`src/rtl/spram8_ldr.sv`:
```
// spram8_ldr: command-driven byte loader/dumper in front of an 8-bit SPRAM.
// LOAD streams bytes from s_* into memory at 1 byte/clk. DUMP reads a range
// back out through a 2-entry buffer that absorbs the one-cycle read latency
// and downstream backpressure.
// Optional feature: define EFORTH1_LDR_CKSUM_EN to get an 8-bit wrapping
// checksum of bytes written/popped; otherwise cksum is tied to zero.
`default_nettype none

module spram8_ldr #(
  parameter int AW = 17
) (
  input  logic          clk,
  input  logic          rst_n,
  // command channel
  input  logic          cmd_vld,
  output logic          cmd_rdy,
  input  logic          cmd_wr,
  input  logic [AW-1:0] cmd_addr,
  input  logic [AW-1:0] cmd_len,
  // input byte stream (LOAD)
  input  logic          s_vld,
  output logic          s_rdy,
  input  logic [7:0]    s_dat,
  // output byte stream (DUMP)
  output logic          o_vld,
  input  logic          o_rdy,
  output logic [7:0]    o_dat,
  // SPRAM port
  output logic          m_we,
  output logic [AW-1:0] m_ai,
  output logic [7:0]    m_vi,
  input  logic [7:0]    m_vo,
  // status
  output logic          busy,
  output logic          done,
  output logic [7:0]    cksum
);

  typedef enum logic [1:0] {
    ST_IDLE,
    ST_LOAD,
    ST_DUMP,
    ST_FIN
  } state_e;

  localparam logic [AW-1:0] ONE = AW'(1);

  state_e        state_q, state_d;
  logic [AW-1:0] addr_q,  addr_d;
  logic [AW-1:0] cnt_q,   cnt_d;
  logic          inflight_q, inflight_d;
  logic [1:0]    fifo_cnt_q, fifo_cnt_d;
  logic [7:0]    fifo_q [2];
  logic          wr_ptr_q, rd_ptr_q;

  logic          ld_hs;
  logic          rd_iss;
  logic          push;
  logic          pop;
  logic [1:0]    occ;

  // Handshake decode and read-issue throttle.
  always_comb begin
    ld_hs  = (state_q == ST_LOAD) && s_vld;
    o_vld  = (state_q == ST_DUMP) && (fifo_cnt_q != 2'd0);
    pop    = o_vld && o_rdy;
    push   = inflight_q;
    // A pop this cycle frees a slot before the new read's data lands two
    // edges later, so it is credited here; that keeps 1 byte/clk streaming
    // with o_rdy high while never holding more than 2 bytes.
    occ    = fifo_cnt_q + {1'b0, inflight_q} - {1'b0, pop};
    rd_iss = (state_q == ST_DUMP) && (cnt_q != '0) && (occ < 2'd2);
  end

  // Next-state logic for the command FSM and address/count tracking.
  always_comb begin
    // NOTE: every variable gets a default first so no path can infer a latch.
    state_d    = state_q;
    addr_d     = addr_q;
    cnt_d      = cnt_q;
    inflight_d = rd_iss;
    fifo_cnt_d = fifo_cnt_q + {1'b0, push} - {1'b0, pop};
    unique case (state_q)
      ST_IDLE: begin
        if (cmd_vld) begin
          addr_d = cmd_addr;
          cnt_d  = cmd_len;
          if (cmd_len == '0) state_d = ST_FIN;
          else if (cmd_wr)   state_d = ST_LOAD;
          else               state_d = ST_DUMP;
        end
      end
      ST_LOAD: begin
        if (s_vld) begin
          addr_d = addr_q + ONE;
          cnt_d  = cnt_q - ONE;
          if (cnt_q == ONE) state_d = ST_FIN;
        end
      end
      ST_DUMP: begin
        if (rd_iss) begin
          addr_d = addr_q + ONE;
          cnt_d  = cnt_q - ONE;
        end
        // Leave on the edge that pops the final byte so done follows it directly.
        if ((cnt_d == '0) && !rd_iss && (fifo_cnt_d == 2'd0)) state_d = ST_FIN;
      end
      ST_FIN: begin
        state_d = ST_IDLE;
      end
      default: begin
        state_d = ST_IDLE;
      end
    endcase
  end

  // Control state registers.
  always_ff @(posedge clk or negedge rst_n) begin
    if (!rst_n) begin
      state_q    <= ST_IDLE;
      addr_q     <= '0;
      cnt_q      <= '0;
      inflight_q <= 1'b0;
      fifo_cnt_q <= 2'd0;
    end else begin
      // NOTE: sequential state uses non-blocking assignments so all registers
      // update together from pre-edge values.
      state_q    <= state_d;
      addr_q     <= addr_d;
      cnt_q      <= cnt_d;
      inflight_q <= inflight_d;
      fifo_cnt_q <= fifo_cnt_d;
    end
  end

  // Two-entry output buffer: capture read data one cycle after issue.
  always_ff @(posedge clk or negedge rst_n) begin
    if (!rst_n) begin
      // NOTE: the buffer storage is reset because o_dat must read 0 out of
      // reset; larger memories would normally be left unreset.
      fifo_q[0] <= 8'h00;
      fifo_q[1] <= 8'h00;
      wr_ptr_q  <= 1'b0;
      rd_ptr_q  <= 1'b0;
    end else begin
      if (push) fifo_q[wr_ptr_q] <= m_vo;
      wr_ptr_q <= wr_ptr_q ^ push;
      rd_ptr_q <= rd_ptr_q ^ pop;
    end
  end

  // Output decode.
  always_comb begin
    cmd_rdy = (state_q == ST_IDLE);
    s_rdy   = (state_q == ST_LOAD);
    busy    = (state_q != ST_IDLE);
    done    = (state_q == ST_FIN);
    m_we    = ld_hs;
    m_ai    = addr_q;
    m_vi    = (state_q == ST_LOAD) ? s_dat : 8'h00;
    o_dat   = fifo_q[rd_ptr_q];
  end

`ifdef EFORTH1_LDR_CKSUM_EN
  logic [7:0] cksum_q, cksum_d;

  // Running checksum over bytes written or popped in the current command.
  always_comb begin
    cksum_d = cksum_q;
    if ((state_q == ST_IDLE) && cmd_vld) cksum_d = 8'h00;
    else if (ld_hs)                      cksum_d = cksum_q + s_dat;
    else if (pop)                        cksum_d = cksum_q + o_dat;
  end

  // Checksum register; holds after done until the next accept.
  always_ff @(posedge clk or negedge rst_n) begin
    if (!rst_n) cksum_q <= 8'h00;
    else        cksum_q <= cksum_d;
  end

  assign cksum = cksum_q;
`else
  assign cksum = 8'h00;
`endif

endmodule

`default_nettype wire

```
`config.mk`:
```
export PLATFORM = sky130hd
export DESIGN_NAME = spram8_ldr
export DESIGN_NICKNAME = d
export VERILOG_FILES = /design/src/rtl/spram8_ldr.sv
export SDC_FILE = /design/constraint.sdc
export NUM_CORES = 1
export LEC_CHECK = 0
export ABC_AREA = 1
export ABC_CLOCK_PERIOD_IN_PS = 3800
export CORE_MARGIN = 5
export CORE_UTILIZATION = 49
export CTS_BUF_LIST = sky130_fd_sc_hd__clkbuf_4 sky130_fd_sc_hd__clkbuf_8 sky130_fd_sc_hd__clkbuf_16
export CTS_CLUSTER_SIZE = 25
export DETAILED_ROUTE_END_ITERATION = 10
export GPL_ROUTABILITY_DRIVEN = 0
export PLACE_DENSITY = 0.83
export SLEW_MARGIN = 20
export SYNTH_ARGS = -nofsm -noshare
export SYNTH_HDL_FRONTEND = slang
export SYNTH_SLANG_ARGS = --single-unit
export TNS_END_PERCENT = 5
```
`constraint.sdc`:
```
create_clock -name clk -period 3.8 [get_ports clk]
set_input_delay 0.38 -clock clk [delete_from_list [all_inputs] [get_ports clk]]
set_output_delay 0.38 -clock clk [all_outputs]
set_load 0.01 [all_outputs]
```
After elaboration in Yosys (flattened, before gate mapping)
Cells that the tools add are included.
{"block": "word_totals", "ff_bits": 57, "input_bits": 56, "word_cells": 73}
{"block": "op_classes", "addsub": 4, "magnitude_cmp": 4, "n_eq_ne": 9, "mux": 23, "bitwise": 4, "n_reduce_logical": 20}
{"op": "2-to-1 mux 17 bit", "n": 7}
{"op": "case mux 17 bit (3 select lines)", "n": 2}
{"op": "2-to-1 mux 8 bit", "n": 5}
{"op": "zero test 17 bit", "n": 2}
{"op": "adder 17 x 1 -> 17 bit, second input constant", "n": 1}
{"op": "== test 17 x 1 -> 1 bit, second input constant", "n": 1}
{"op": "nonzero test 17 bit", "n": 1}
{"op": "subtractor 17 x 1 -> 17 bit, second input constant", "n": 1}
{"op": "bitwise mux 16 bit", "n": 1}
{"op": "2-to-1 mux 2 bit", "n": 6}
{"op": "demux 8 bit (select 1 bit)", "n": 1}
{"op": "logical AND 1 bit", "n": 8}
{"op": "case mux 2 bit (4 select lines)", "n": 1}
{"op": "AND reduction 4 bit", "n": 2}
{"op": "inequality test 2 bit, second input constant", "n": 3}
{"op": "== test 2 bit, second input constant", "n": 2}
{"op": "greater-or-equal comparator 2 bit, second input constant", "n": 2}
{"op": "zero test 2 bit", "n": 2}
{"op": "inequality test 2 x 1 -> 1 bit, second input constant", "n": 2}
{"op": "inverter 1 -> 2 bit", "n": 2}
{"op": "nonzero test 2 bit", "n": 2}
{"op": "AND reduction 3 bit", "n": 1}
{"op": "nonzero test 3 bit", "n": 1}
{"op": "adder 2 x 1 -> 2 bit", "n": 1}
{"op": "other kinds (6)", "n": 7}

Depth between registers and ports, before layout
{"block": "logic_depth", "depth_word": 13, "ltp_mapped": 25, "depth_no_buf": 24}

Worst setup path after synthesis
OpenSTA, ideal clock, no wires.
{"block": "synth_path", "kind": "reg2reg", "start": "register state_q[0]", "end": "register state_q[0]", "t_arrival_ns": 2.710, "setup_slack_ns": 0.973, "path_stages_with_launch": 26, "synth_period_minus_slack_ns": 2.827, "cell_sequence": "dfrtp_1 inv_1 ha_1 inv_1 a21oi_1 nand2_1 inv_1 ha_1 inv_1 ha_1 inv_1 nand2_1 nand2_1 nor2_2 nand2_2 buf_6 nand2_1 nand2_1 nor2_1 nand2_1 nor2_2 nand3_1 nand2_2 nand2_2 nand2_1 nand2_1"}
{"block": "synth_via", "elab_chain_cells": 13, "word_cells_on_any_way": 23, "cone_classes": "add/sub (1); order compare (1); eq/ne (7); mux (3); reduce/logical (11)"}
{"element": "start, declared", "line_no": "48", "source": "state_e state_q, state_d;"}
{"element": "start signal, assigned", "line_no": "128", "source": "state_q <= state_d;"}
{"element": "== test 2 bit *", "line_no": "65", "source": "o_vld = (state_q == ST_DUMP) && (fifo_cnt_q != 2'd0);"}
{"element": "logical AND 1 bit *", "line_no": "65"}
{"element": "via o_vld", "line_no": "25", "source": "output logic o_vld,"}
{"element": "logical AND 1 bit *", "line_no": "66", "source": "pop = o_vld && o_rdy;"}
{"element": "subtractor 2 x 1 -> 2 bit *", "line_no": "82", "source": "fifo_cnt_d = fifo_cnt_q + {1'b0, push} - {1'b0, pop};"}
{"element": "via fifo_cnt_d[1]", "line_no": "52", "source": "logic [1:0] fifo_cnt_q, fifo_cnt_d;"}
{"element": "less-than comparator 2 bit", "line_no": "72", "source": "rd_iss = (state_q == ST_DUMP) && (cnt_q != '0) && (occ < 2'd2);"}
{"element": "logical AND 1 bit", "line_no": "72"}
{"element": "2-to-1 mux 17 bit", "line_no": "101", "source": "if (rd_iss) begin"}
{"element": "2-to-1 mux 17 bit", "line_no": "83", "source": "unique case (state_q)"}
{"element": "zero test 17 bit", "line_no": "106", "source": "if ((cnt_d == '0) && !rd_iss && (fifo_cnt_d == 2'd0)) state_d = ST_FIN;"}
{"element": "logical AND 1 bit", "line_no": "106"}
{"element": "logical AND 1 bit *", "line_no": "106"}
{"element": "inequality test 2 x 1 -> 1 bit (no source line) *"}
{"element": "AND reduction 4 bit (no source line) *"}
Mark *: on every way through the listed nets, which the timed path passes. The rest lies on a longest branch. The select of a mux whose other input is x is not followed.
A chain may end at the register's enable or synchronous reset.

Final worst setup path
{"block": "layout_path", "start": "register state_q[0]", "end": "register addr_q[11] (netlist: m_ai[11])"}
{"block": "layout_via", "elab_chain_cells": 8, "word_cells_on_any_way": 15, "cone_classes": "add/sub (1); order compare (1); eq/ne (5); mux (1); reduce/logical (7)"}
{"element": "== test 2 bit", "line_no": "65"}
{"element": "logical AND 1 bit", "line_no": "65"}
{"element": "logical AND 1 bit", "line_no": "66"}
{"element": "subtractor 2 x 1 -> 2 bit"}
{"element": "via fifo_cnt_d[1]", "line_no": "52"}
{"element": "less-than comparator 2 bit", "line_no": "72"}
{"element": "logical AND 1 bit", "line_no": "72"}
{"element": "inequality test 2 bit (no source line)"}
{"element": "AND reduction 4 bit (no source line)"}
{"element": "end signal, assigned", "line_no": "129", "source": "addr_q <= addr_d;"}
{"element": "end, declared", "line_no": "49", "source": "logic [AW-1:0] addr_q, addr_d;"}
The timed path passes the listed nets, and every way through them passes these cells.

==> out/metrics.csv <==
stage;metric;value;unit
outcome;status;complete, no violations;
detailed_routing;postRouteAntennaNets;0;
yosys;syn_area;4140;um^2
critical_path;arrival;3.60;ns
sta;min_period;3.36;ns
cells_and_area;fill_cells;713;
clocking;root_buffer;clkbuf_8;
sta;fmaxAchievable;298;MHz
critical_path;reg2reg_to;m_ai[11];
yosys;yosysUniqueCellTypes;41;
detailed_routing;routedWlPerCell;15.1;um
detailed_routing;dr.pass1.iters;6;
cells_and_area;final_cell_mix;nand2_1, clkdlybuf4s50_1, inv_1;
critical_path;worst-setup-path-type;register to register;
clocking;cts_htree_levels;3;
global_routing;antenna_found_initial;0;
critical_path;cp_top_family;compound AO/OA/AOI/OAI gates;
sta;drv_slew;0;
global_routing;grt_pass1_wl;19000;um
clocking;clock-sinks;57;
sta;rsz0062_at_grt;false;
critical_path;critPathRequiredTime;4.04;ns
floorplanning;row_count;33;
critical_path;cp-start-kind;register;
critical_path;worst_setup_path_end_kind;register;
sta;fin_crit_sh;88.3;%
yosys;yosysSeqAreaShare;34.5;%
pwr;p_per_area;940;nW/um^2
clocking;cts_tree;done;
sta;relSlewSlack;50.6;%
sta;setup_viol;0;
clocking;holdBufCountCts;0;
job;drv_cap;0;
detailed_routing;finalWirelength;11600;um
floorplanning;chipWidth;102;um
floorplanning;ios;103;
cells_and_area;drive_gt1_share;9.79;%
sta;setup_tns;0;ns
clocking;cts_made_buffers;9;
critical_path;r2r_start;state_q[0];
critical_path;path_buf_inv;6;
global_routing;grt_pass1_vias;4084;
sta;fin_ws;0.443;ns
global_routing;track_usage;22.7;%
detailed_routing;drt_iter0_markers;283;
global_routing;grt-ovfl-total;0;
yosys;yosys_warnings;0;
yosys;synth_cells;572;
clocking;cts_setup_buffers;0;
place;place_ws;0.244;ns
floorplanning;die-area;10400;um^2
critical_path;crit_chain;inv_1, ha_2, inv_1, a21oi_1, nand2_1, inv_1, ha_1, inv_1, ha_1, inv_1, nand2_1, nand2_1, nor2_2, nand2_4, a21oi_4, buf_4, o21ai_0, o21ai_0;
detailed_routing;viasPerCell;5.50;
critical_path;critPathSlowestCell;dfrtp_1;
detailed_routing;route.vias.total;4231;
sta;worst_pin_slew;0.741;ns
place;dp_hpwl;8650;um
pwr;leakage;2.47;nW
sta;hold_viol;0;
sta;finClkSkew;0.00661;ns
cells_and_area;finalNetCount;728;
floorplanning;core;8220;um^2
critical_path;slowest_delay;0.42;ns
cells_and_area;layout_commonest_cell;nand2_1;
global_routing;grt_max_degree;58;
detailed_routing;drc_errors;0;
critical_path;r2r.worst_path.cells;18;
critical_path;crit_fanout;21;
critical_path;r2r_slack;0.44;ns
clocking;cts.clk_slew.worst_paths;0.07;ns
pwr;peakVddDrop;0.473;mV
clocking;clk_latency;0.33;ns
place;place_area;5100;um^2
floorplanning;start_util;50.3;%
critical_path;crit_top_cell;inv_1;
cells_and_area;syn_to_final_growth;28.5;%
min_path;hold_class;primary input to asynchronous set/reset pin;
cells_and_area;design_area;5310;um^2
yosys;avgSynthCellArea;7.23;um^2
clocking;clk_path_buf_depth;2;
yosys;synth-seq-cells;57;
cells_and_area;antenna_cells;0;
place;io_buffers;94;
floorplanning;die_y;102;um
-- how the worst max path moves through the flow --
stage                    start         end  cells after the start
finish              state_q[0]    m_ai[11]                     18
global route        state_q[0]  state_q[0]                     24
CTS                 state_q[0]    m_ai[11]                     18
detailed placement  state_q[0]    m_ai[11]                     18
global placement    state_q[0]  state_q[0]                     24
floorplan           state_q[0]  state_q[0]                     25
-- cell usage after synthesis (all sizes together) --
cell / instances / area [um^2]
a21boi: 2 / 15.0
a21oi: 16 / 91.3
a22oi: 1 / 7.51
a2bb2oi: 2 / 17.5
a31o: 1 / 8.76
a31oi: 5 / 31.3
buf: 15 / 113
clkbuf: 16 / 60.1
conb: 1 / 3.75
dfrtp: 57 / 1430
ha: 13 / 163
inv: 73 / 274
mux2: 8 / 90.1
nand2: 160 / 631
nand3: 30 / 163
nand4: 8 / 50.1
nor2: 49 / 268
nor3: 3 / 20.0
nor3b: 1 / 7.51
nor4: 4 / 25.0
o211ai: 14 / 105
o21ai: 61 / 309
o221ai: 7 / 61.3
o22ai: 8 / 50.1
or2: 1 / 6.26
xnor2: 3 / 26.3
xor2: 13 / 114
-- timing repair --
| item | CTS | global route |
|---|---|---|
| setup endpoints to repair | 0 | 6 |
| endpoints found under the hold margin | 0 | 0 |
| gates resized for setup | 0 | 2 |
-- cell type report --
type	instances	area (um^2)	area share, %
multi-input cells	418	2300	43.2
flip-flops and latches	57	1430	26.8
repair buffers	100	981	18.5
inverters	73	274	5.16
clock buffers	10	138	2.59
well taps	105	131	2.47
clock inverters	6	66.3	1.25
-- logic make-up (layout without fill, tap and decap cells) --
group | after synthesis | in the layout | share of synthesized area, %
AO/OA/AOI/OAI | 117 | 117 | 16.8
adder cells (fa/ha/maj) | 13 | 13 | 3.93
XOR/XNOR | 16 | 16 | 3.39
AND/OR/NAND/NOR | 256 | 256 | 28.3
multiplexers | 8 | 8 | 2.18
other | 1 | 8 | 0.0907
flip-flops | 57 | 57 | 34.5
buffers and inverters | 104 | 189 | 10.8
-- metrics by stage --
stage	hold slack (ns)	power, mW	std cells	util, %
6_report	0.190	4.99	769	64.7
5_1_grt	0.276	5.43	769	64.7
4_1_cts	0.227	4.96	769	64.6
3_5_place_dp	0.496	4.36	753	62.1
3_3_place_gp	0.490	4.25	753	62.1
2_1_floorplan	0.0844	3.36	579	-
-- routing by layer --
layer	up-vias	GRT usage, %	routed length (um)
met3	32	4.85	1220
li1	2035	-	-
met2	238	37.5	5320
met4	0	7.57	237
met5	-	0	0
met1	1926	29.7	4820
-- report_power, final --
part | switching, mW | total [mW] | internal [mW]
registers | 0.318 | 1.25 | 0.936
clock network | 0.261 | 0.582 | 0.321
logic | 1.89 | 3.16 | 1.27
-- sequential cells by signal, indices dropped and copies added, names as in the netlist --
signal,flops
state_q,2
inflight_q,1
cnt_q,17
wr_ptr_q,1
m_ai,17
fifo_cnt_q,2
fifo_q,16
rd_ptr_q,1
(Power assumes the default switching activity.)
